`config.mk`:
```
export PLATFORM = sky130hd
export DESIGN_NAME = cam_capture
export DESIGN_NICKNAME = d
export VERILOG_FILES = /design/src/rtl/cam_pkg.sv /design/src/rtl/cam_byte_pair.sv /design/src/rtl/cam_capture.sv
export SDC_FILE = /design/constraint.sdc
export NUM_CORES = 1
export LEC_CHECK = 0
export CAP_MARGIN = 0
export CORE_MARGIN = 2
export CORE_UTILIZATION = 50
export CTS_CLUSTER_DIAMETER = 120
export CTS_CLUSTER_SIZE = 8
export DETAILED_ROUTE_END_ITERATION = 8
export PLACE_DENSITY = 0.81
export SYNTH_ARGS = -nofsm -noshare
export SYNTH_HDL_FRONTEND = slang
export SYNTH_SLANG_ARGS = --single-unit
```
`constraint.sdc`:
```
create_clock -name pclk -period 2.3 [get_ports pclk]
set_input_delay 0.46 -clock pclk [delete_from_list [all_inputs] [get_ports pclk]]
set_output_delay 0.46 -clock pclk [all_outputs]
set_load 0.03 [all_outputs]
```
`src/rtl/cam_pkg.sv`:
```
// Shared types and helpers for the camera capture path: FSM encoding,
// default frame geometry and the RGB565 -> RGB444 pixel reduction.
package cam_pkg;

    typedef enum logic [1:0] {
        ST_IDLE    = 2'd0,
        ST_WAIT_VS = 2'd1,
        ST_FRAME   = 2'd2,
        ST_LINE    = 2'd3
    } cam_state_t;

    localparam int H_ACTIVE_DEF = 320;
    localparam int V_ACTIVE_DEF = 240;

    // Keep the top nibble of each channel; G6 straddles the byte boundary.
    function automatic logic [11:0] rgb565_to_444(input logic [7:0] hi, input logic [7:0] lo);
        return {hi[7:4], hi[2:0], lo[7], lo[4:1]};
    endfunction

endpackage

```
`src/rtl/cam_byte_pair.sv`:
```
// Byte-pair assembler: alternates hi/lo byte phase, latches the high byte and
// flags the cycle in which a complete RGB565 pixel is present.
module cam_byte_pair (
    input  logic       pclk,
    input  logic       nreset,
    input  logic       clear,
    input  logic       byte_vld,
    input  logic [7:0] byte_in,
    output logic       phase,
    output logic [7:0] byte_hi,
    output logic       pix_vld
);

    always_ff @(posedge pclk or negedge nreset) begin
        if (!nreset) begin
            phase   <= 1'b0;
            byte_hi <= 8'h00;
        end else if (byte_vld) begin
            phase <= ~phase;
            if (!phase) byte_hi <= byte_in;
        end else if (clear) begin
            phase <= 1'b0;
        end
    end

    assign pix_vld = byte_vld & phase;

endmodule

```
`src/rtl/cam_capture.sv`:
```
// Camera frame grabber: tracks VSYNC/HREF framing of an 8-bit RGB565 stream
// and emits RGB444 frame-buffer writes with per-frame error status.
module cam_capture
    import cam_pkg::*;
#(
    parameter int H_ACTIVE = H_ACTIVE_DEF,
    parameter int V_ACTIVE = V_ACTIVE_DEF,
    parameter int ADDR_W   = 17
) (
    input  logic              pclk,
    input  logic              nreset,
    input  logic              enable,
    input  logic              vsync,
    input  logic              href,
    input  logic [7:0]        pdata,
    output logic              wr_en,
    output logic [ADDR_W-1:0] wr_addr,
    output logic [11:0]       wr_data,
    output logic              frame_start,
    output logic              frame_done,
    output logic              frame_err,
    output logic              busy
);

    // pix_cnt saturates at H_ACTIVE+1 so over-long lines stay distinguishable.
    localparam int PW = $clog2(H_ACTIVE + 2);
    localparam int LW = $clog2(V_ACTIVE + 1);

    cam_state_t state, state_nxt;

    logic              vsync_r, vsync_d, href_r, href_d;
    logic [7:0]        pdata_r;
    logic [PW-1:0]     pix_cnt;
    logic [LW-1:0]     line_cnt;
    logic [ADDR_W-1:0] line_base;
    logic              err_acc;

    logic vs_rise, vs_fall, hr_rise, hr_fall;
    logic start_frame, end_frame, go_line, end_line, line_over;
    logic byte_vld, pair_clr, phase, pix_vld;
    logic [7:0] byte_hi;

    always_ff @(posedge pclk or negedge nreset) begin
        if (!nreset) begin
            vsync_r <= 1'b0;
            vsync_d <= 1'b0;
            href_r  <= 1'b0;
            href_d  <= 1'b0;
            pdata_r <= 8'h00;
        end else begin
            vsync_r <= vsync;
            vsync_d <= vsync_r;
            href_r  <= href;
            href_d  <= href_r;
            pdata_r <= pdata;
        end
    end

    assign vs_rise = vsync_r & ~vsync_d;
    assign vs_fall = ~vsync_r & vsync_d;
    assign hr_rise = href_r & ~href_d;
    assign hr_fall = ~href_r & href_d;

    always_ff @(posedge pclk or negedge nreset) begin
        if (!nreset) state <= ST_IDLE;
        else         state <= state_nxt;
    end

    always_comb begin
        state_nxt   = state;
        start_frame = 1'b0;
        end_frame   = 1'b0;
        go_line     = 1'b0;
        end_line    = 1'b0;
        line_over   = 1'b0;
        case (state)
            ST_IDLE:    if (enable) state_nxt = ST_WAIT_VS;
            ST_WAIT_VS: if (vs_fall) begin
                state_nxt   = ST_FRAME;
                start_frame = 1'b1;
            end
            ST_FRAME: begin
                if (vs_rise) begin
                    end_frame = 1'b1;
                    state_nxt = enable ? ST_WAIT_VS : ST_IDLE;
                end else if (hr_rise) begin
                    if (line_cnt < LW'(V_ACTIVE)) begin
                        go_line   = 1'b1;
                        state_nxt = ST_LINE;
                    end else begin
                        line_over = 1'b1;
                    end
                end
            end
            ST_LINE: begin
                // VSYNC wins over any line activity: the line is abandoned.
                if (vs_rise) begin
                    end_frame = 1'b1;
                    state_nxt = enable ? ST_WAIT_VS : ST_IDLE;
                end else if (hr_fall) begin
                    end_line  = 1'b1;
                    state_nxt = ST_FRAME;
                end
            end
            default: state_nxt = ST_IDLE;
        endcase
    end

    // The HREF rising cycle already carries the first (phase 0) byte.
    assign byte_vld = href_r & (go_line | ((state == ST_LINE) & ~vs_rise));
    assign pair_clr = (state != ST_LINE) | end_line | end_frame;
    assign busy     = (state == ST_FRAME) | (state == ST_LINE);

    cam_byte_pair u_pair (
        .pclk     (pclk),
        .nreset   (nreset),
        .clear    (pair_clr),
        .byte_vld (byte_vld),
        .byte_in  (pdata_r),
        .phase    (phase),
        .byte_hi  (byte_hi),
        .pix_vld  (pix_vld)
    );

    always_ff @(posedge pclk or negedge nreset) begin
        if (!nreset) begin
            wr_en       <= 1'b0;
            wr_addr     <= '0;
            wr_data     <= 12'h000;
            frame_start <= 1'b0;
            frame_done  <= 1'b0;
            frame_err   <= 1'b0;
            pix_cnt     <= '0;
            line_cnt    <= '0;
            line_base   <= '0;
            err_acc     <= 1'b0;
        end else begin
            wr_en       <= 1'b0;
            frame_start <= start_frame;
            frame_done  <= end_frame;
            if (start_frame) begin
                pix_cnt   <= '0;
                line_cnt  <= '0;
                line_base <= '0;
                wr_addr   <= '0;
                err_acc   <= 1'b0;
            end
            if (pix_vld) begin
                if (pix_cnt < PW'(H_ACTIVE)) begin
                    wr_en   <= 1'b1;
                    wr_addr <= line_base + ADDR_W'(pix_cnt);
                    wr_data <= rgb565_to_444(byte_hi, pdata_r);
                end
                if (pix_cnt != PW'(H_ACTIVE + 1)) pix_cnt <= pix_cnt + 1'b1;
            end
            if (line_over) err_acc <= 1'b1;
            if (end_line) begin
                line_cnt  <= line_cnt + 1'b1;
                line_base <= line_base + ADDR_W'(H_ACTIVE);
                pix_cnt   <= '0;
                if ((pix_cnt != PW'(H_ACTIVE)) || phase) err_acc <= 1'b1;
            end
            if (end_frame) begin
                frame_err <= err_acc | (line_cnt != LW'(V_ACTIVE));
                err_acc   <= 1'b0;
                pix_cnt   <= '0;
            end
        end
    end

endmodule

```
==> impl_metrics.yaml, run 1 <==
die:
  die_w_um: 90.7
  floorplan.initialDensity_pct: 51.9
  ios: 47
  fp.coreArea_mm2: 0.00725
  dieArea_mm2: 0.00823
  rows: 31
  die_h_um: 90.7
clock_network:
  cts_tree: "yes"
  post_cts_buffers: 0
  cts_resized: 0
  cts-htree-levels: 3
  cts_made_buffers: 9
  max-clock-path-buffers: 2
  clock_latency_ps: 350
  hold_buffers: 0
  clockRootBuffer: "clkbuf_8"
  cts.sinks: 84
  clk_pin_slew_ps: 100
route:
  vias: 2781
  routedWlPerCell_um: 14.8
  drc: 0
  drtPass1Iterations: 4
  routed_wl_um: 7470
  ant_nets: 0
  drt_iter0_markers: 267
  via_per_inst: 5.51
placed_design:
  port_buffers: 46
  dp.final_hpwl_um: 5200
  dpl_cell_area_mm2: 0.00436
  gp_congestion: 0.869
yosys:
  yosys.area.top_type_share_pct: 55.9
  synth_edf_count: 0
  yosysSeqAreaShare_pct: 55.9
  synthCells: 351
  yosys-top-cells-area: "dfrtp_1, mux2_2, nand2_1"
  yosys.area.top_type: "dfrtp_1"
  syn_area_per_cell_um2: 10.7
  synth_common_cells: "dfrtp_1, nand2_1, o21ai_0"
  async_reset_ff_share_pct: 100
  ys_warn_count: 0
  syn-num-nets: 373
  synth_top_flop_cell: "dfrtp_1"
  ys_ff_latch: 84
  synth.distinct_cells: 46
  syn_area_mm2: 0.00376
  yosysMostFrequentCell: "dfrtp_1"
finish:
  drive_gt1_share_pct: 12.6
  final_util_pct: 63.3
  final_area_mm2: 0.00459
  area_growth_pct: 22.0
  antennaDiodeCount: 0
  num-nets-final: 423
sta:
  tightest_slew_ps: 578
  tns_ps: 0
  period_minus_slack_ps: 2010
  hold-worst-slack_ps: 72.6
  relSlewSlack_pct: 61.3
  rsz0062_at_grt: "no"
  setup_viol_count_final: 0
  drv_slew: 0
  fmax_mhz: 497
  fin_skew_ps: 14.9
  hold_viol: 0
  post-route-period-util_pct: 87.5
status:
  status: "finished, final reports clean"
hold_path:
  min_path_type: "in -> async"
worst_setup_path:
  path_buf_inv: 2
  critPathCaptureType: "output port"
  slowest_stage: "clkdlybuf4s50_1"
  start_kind: "flop"
  crit_type: "reg -> out"
  worstPathMaxFanout: 10
  arrival_ps: 1550
  cpPeakStageDelay_ps: 680
  worstPathRequired_ps: 1840
  crit_path_cell_trace: "buf_4 > clkdlybuf4s50_1"
  cp_top_family: "buffers and inverters"
job:
  max-cap-violations: 0
global_route:
  overflow: 0
  grt_max_degree: 46
  grt_use_total_pct: 19.3
  grt_pass1_wl_um: 12800
  grt_pass1_vias: 2781
  antenna_found_initial: 0
power_and_ir_drop:
  p_per_area_mw_per_mm2: 912
  ir_drop_mv: 0.664
  power_leakage_nw: 1.99
cell families (layout without fill, tap and decap cells):
| logic type | count (synthesis) | in the layout | share of synthesized area [%] |
|---|---|---|---|
| buf+inv | 23 | 78 | 2.59 |
| flops | 84 | 84 | 55.9 |
| xor+xnor | 11 | 11 | 2.56 |
| fa+ha+maj | 9 | 9 | 2.99 |
| mux | 27 | 27 | 7.82 |
| simple gates | 123 | 123 | 15.5 |
| compound gates | 74 | 74 | 12.7 |
layout by cell type, fill, tap and decap left out, types with 2 or more instances in the layout:
cell type,count
a211o_1,2
a21o_1,3
a21oi_1,9
a311o_1,2
a31oi_1,5
and2_1,2
and3_1,5
buf_12,2
buf_4,6
bufinv_16,2
clkbuf_8,9
clkdlybuf4s50_1,45
dfrtp_1,84
ha_1,9
inv_1,9
inv_6,3
mux2_2,19
mux2i_1,8
nand2_1,53
nand2b_1,2
nand3_1,9
nand4_1,5
nand4b_1,2
nor2_1,24
nor2b_1,2
nor3_1,7
o211ai_1,6
o21a_1,2
o21ai_0,33
o31ai_1,5
or2_2,2
or3_1,2
xnor2_1,8
xor2_1,3
metal layers:
layer,vias to the layer above,share of wire (%),global-route usage (%)
met5,-,0,0
met4,0,0.90,5.64
met3,9,4.8,5.51
met2,70,51,32.5
met1,1356,43,24.2
li1,1346,-,-
path summary, 6_finish.rpt:
path | from | end | slack, ps | depth (start not counted)
min reg2reg | href_r | href_d | 450 | 0
max | state[1] | busy | 290 | 2
min | nreset | pix_cnt[5] | 70 | 1
max in group asynchronous | nreset | wr_data[9] | 1610 | 2
max reg2reg | state[0] | line_cnt[6] | 410 | 5
min in group pclk | href_r | href_d | 450 | 0
where the power goes:
part           internal, mW  total (mW)  switching (mW)
logic                 0.475        1.07           0.596
registers              1.73        1.93           0.202
clock network         0.629        1.18           0.555
total                  2.83        4.19            1.35
sequential cells by signal, summed over array words and instances (netlist names), 2 cells and up:
register        flops
wr_addr            17
wr_data            12
line_base          11
pix_cnt             9
line_cnt            8
pdata_r             8
u_pair.byte_hi      7
state               2
layout make-up:
| class | instances | area (µm²) |
|---|---|---|
| Tap cell | 99 | 124 |
| Clock inverter | 7 | 103 |
| Timing Repair Buffer | 53 | 536 |
| Inverter | 9 | 33.8 |
| Sequential cell | 84 | 2100 |
| Multi-Input combinational cell | 244 | 1570 |
| Clock buffer | 9 | 124 |
| Fill cell | 576 | 2660 |
through the flow:
stage | power [mW] | instances | setup WS (ps)
after floorplan | 2.60 | 351 | 619
after global placement | 2.98 | 489 | 516
after detailed placement | 3.03 | 489 | 446
after CTS | 4.25 | 505 | 250
after global routing | 4.41 | 505 | 214
final | 4.19 | 505 | 288
No activity file was read; power rests on OpenSTA's default activity.
==> run 2: changes to the inputs <==
--- a/config.mk
+++ b/config.mk
@@ -11,6 +11,7 @@
 export CTS_CLUSTER_DIAMETER = 120
 export CTS_CLUSTER_SIZE = 8
 export DETAILED_ROUTE_END_ITERATION = 8
+export MAX_ROUTING_LAYER = met4
 export PLACE_DENSITY = 0.81
 export SYNTH_ARGS = -nofsm -noshare
 export SYNTH_HDL_FRONTEND = slang
==> run 2 against run 1 <==
Die area unchanged. Utilization unchanged. First-iteration DRC count down 3.7%. Flip-flop and latch count unchanged. Largest power group unchanged. Via count up 1.3%. Largest cell class unchanged. Count of clock-buffer cells in the layout unchanged. Clock power about the same. Non-clock buffer count unchanged. Sequential share of layout area unchanged. Register-to-register slack about the same. Wire length up 0.32%. Power about the same.
==> impl_metrics.yaml, run 2 (synthesis gave the netlist of run 1 again) <==
status:
  status: "finished, final reports clean"
finish:
  largest_register_ffs: 17
  layout_commonest_cell: "dfrtp_1"
  multiInputGateArea_mm2: 0.00157
  area_growth_pct: 22.0
  drive_gt1_share_pct: 12.6
  fillers: 576
  final_cell_mix: "dfrtp_1, nand2_1, clkdlybuf4s50_1, o21ai_0, nor2_1"
  seq_area_mm2: 0.00210
  reg_top3: "wr_addr: 17 flops, wr_data: 12 flops, line_base: 11 flops"
  regMostFlops: "wr_addr"
  final_util_pct: 63.3
  stdcell_count: 505
  antennaDiodeCount: 0
  num-nets-final: 423
worst_setup_path:
  worstPathRequired_ps: 1840
  critPathCaptureType: "output port"
  r2r_setup_slack_ps: 410
  start_kind: "flop"
  arrival_ps: 1560
  cp_top_family: "buffers and inverters"
  cpPeakStageDelay_ps: 680
  crit_type: "reg -> out"
  crit_path_cell_trace: "buf_4 > clkdlybuf4s50_1"
  worstPathMaxFanout: 10
  path_buf_inv: 2
  slowest_stage: "clkdlybuf4s50_1"
die:
  fp.coreArea_mm2: 0.00725
  die_w_um: 90.7
  ios: 47
  rows: 31
  dieArea_mm2: 0.00823
  die_h_um: 90.7
  floorplan.initialDensity_pct: 51.9
placed_design:
  gp_congestion: 0.883
  dp.final_hpwl_um: 5200
  dp.cells: 489
  port_buffers: 46
global_route:
  grt_pass1_wl_um: 12800
  grt_use_total_pct: 19.9
  antenna_found_initial: 0
  overflow: 0
  grt_pass1_vias: 2779
  grt_max_degree: 46
sta:
  tightest_slew_ps: 581
  hold_viol: 0
  rsz0062_at_grt: "no"
  relSlewSlack_pct: 61.0
  tns_ps: 0
  fin_skew_ps: 13.9
  post-route-period-util_pct: 87.7
  fmax_mhz: 496
  setup_viol_count_final: 0
  period_minus_slack_ps: 2020
  drv_slew: 0
route:
  drtPass1Iterations: 6
  drt_iter0_markers: 257
  drc: 0
  routedWlPerCell_um: 14.8
  routed_wl_um: 7500
  ant_nets: 0
  vias: 2816
  via_per_inst: 5.58
clock_network:
  max-clock-path-buffers: 2
  clockRootBuffer: "clkbuf_8"
  cts_resized: 0
  cts_tree: "yes"
  cts.sinks: 84
  cts_made_buffers: 9
  cts-htree-levels: 3
  hold_buffers: 0
  clk_pin_slew_ps: 100
  clock_latency_ps: 360
  post_cts_buffers: 0
power_and_ir_drop:
  power_leakage_nw: 1.99
  power_mw: 4.19
  p_per_area_mw_per_mm2: 912
  ir_drop_mv: 0.663
job:
  max-cap-violations: 0
hold_path:
  min_path_type: "in -> async"
-- run 2: cell counts in the layout (fill, tap and decap cells not counted) --
Identical to the previous run, type by type.
-- run 2: area by class of cell --
| class | instances | area share [%] |
|---|---|---|
| flip-flops and latches | 84 | 45.8 |
| multi-input cells | 244 | 34.2 |
| repair buffers | 53 | 11.7 |
| clock buffers | 9 | 2.70 |
| well taps | 99 | 2.70 |
| clock inverters | 7 | 2.23 |
| inverters | 9 | 0.736 |
-- run 2: worst reg2reg max path: stages, from the launching register on --
cell,delay (ps)
dfrtp_1,520
and3b_1,340
and3_1,370
nand4_1,230
o211ai_1,220
o31ai_1,90
-- run 2: through the flow --
| stage | instance area [µm²] | hold WS [ps] | setup slack [ps] |
|---|---|---|---|
| finish | 4590 | 73.5 | 284 |
| global route | 4590 | 91.4 | 214 |
| CTS | 4590 | 61.2 | 250 |
| detailed placement | 4360 | 443 | 446 |
| global placement | 4360 | 420 | 516 |
| floorplan | 3760 | 164 | 619 |
-- run 2: layer usage --
metal / global-route usage (%) / vias up / routed length [µm] / part of all wire, %
met5: - / - / 0 / 0
met4: 5.64 / 0 / 72 / 0.96
met3: 5.51 / 11 / 357 / 4.8
met2: 32.4 / 85 / 3790 / 50
met1: 24.3 / 1375 / 3280 / 44
li1: - / 1345 / - / -
-- run 2: worst paths after layout --
| kind | startpoint | end | depth (start not counted) |
|---|---|---|---|
| max | state[1] | busy | 2 |
| min | nreset | pix_cnt[5] | 1 |
| max reg2reg | state[0] | line_cnt[6] | 5 |
| min reg2reg | href_r | href_d | 0 |
| max in group asynchronous | nreset | wr_data[9] | 2 |
| min in group pclk | href_r | href_d | 0 |
-- run 2: power breakdown --
group          switching (mW)  leakage (nW)  total (mW)  internal [mW]
combinational           0.597         0.768        1.07          0.475
sequential              0.202          1.10        1.93           1.73
clock                   0.555         0.117        1.18          0.629
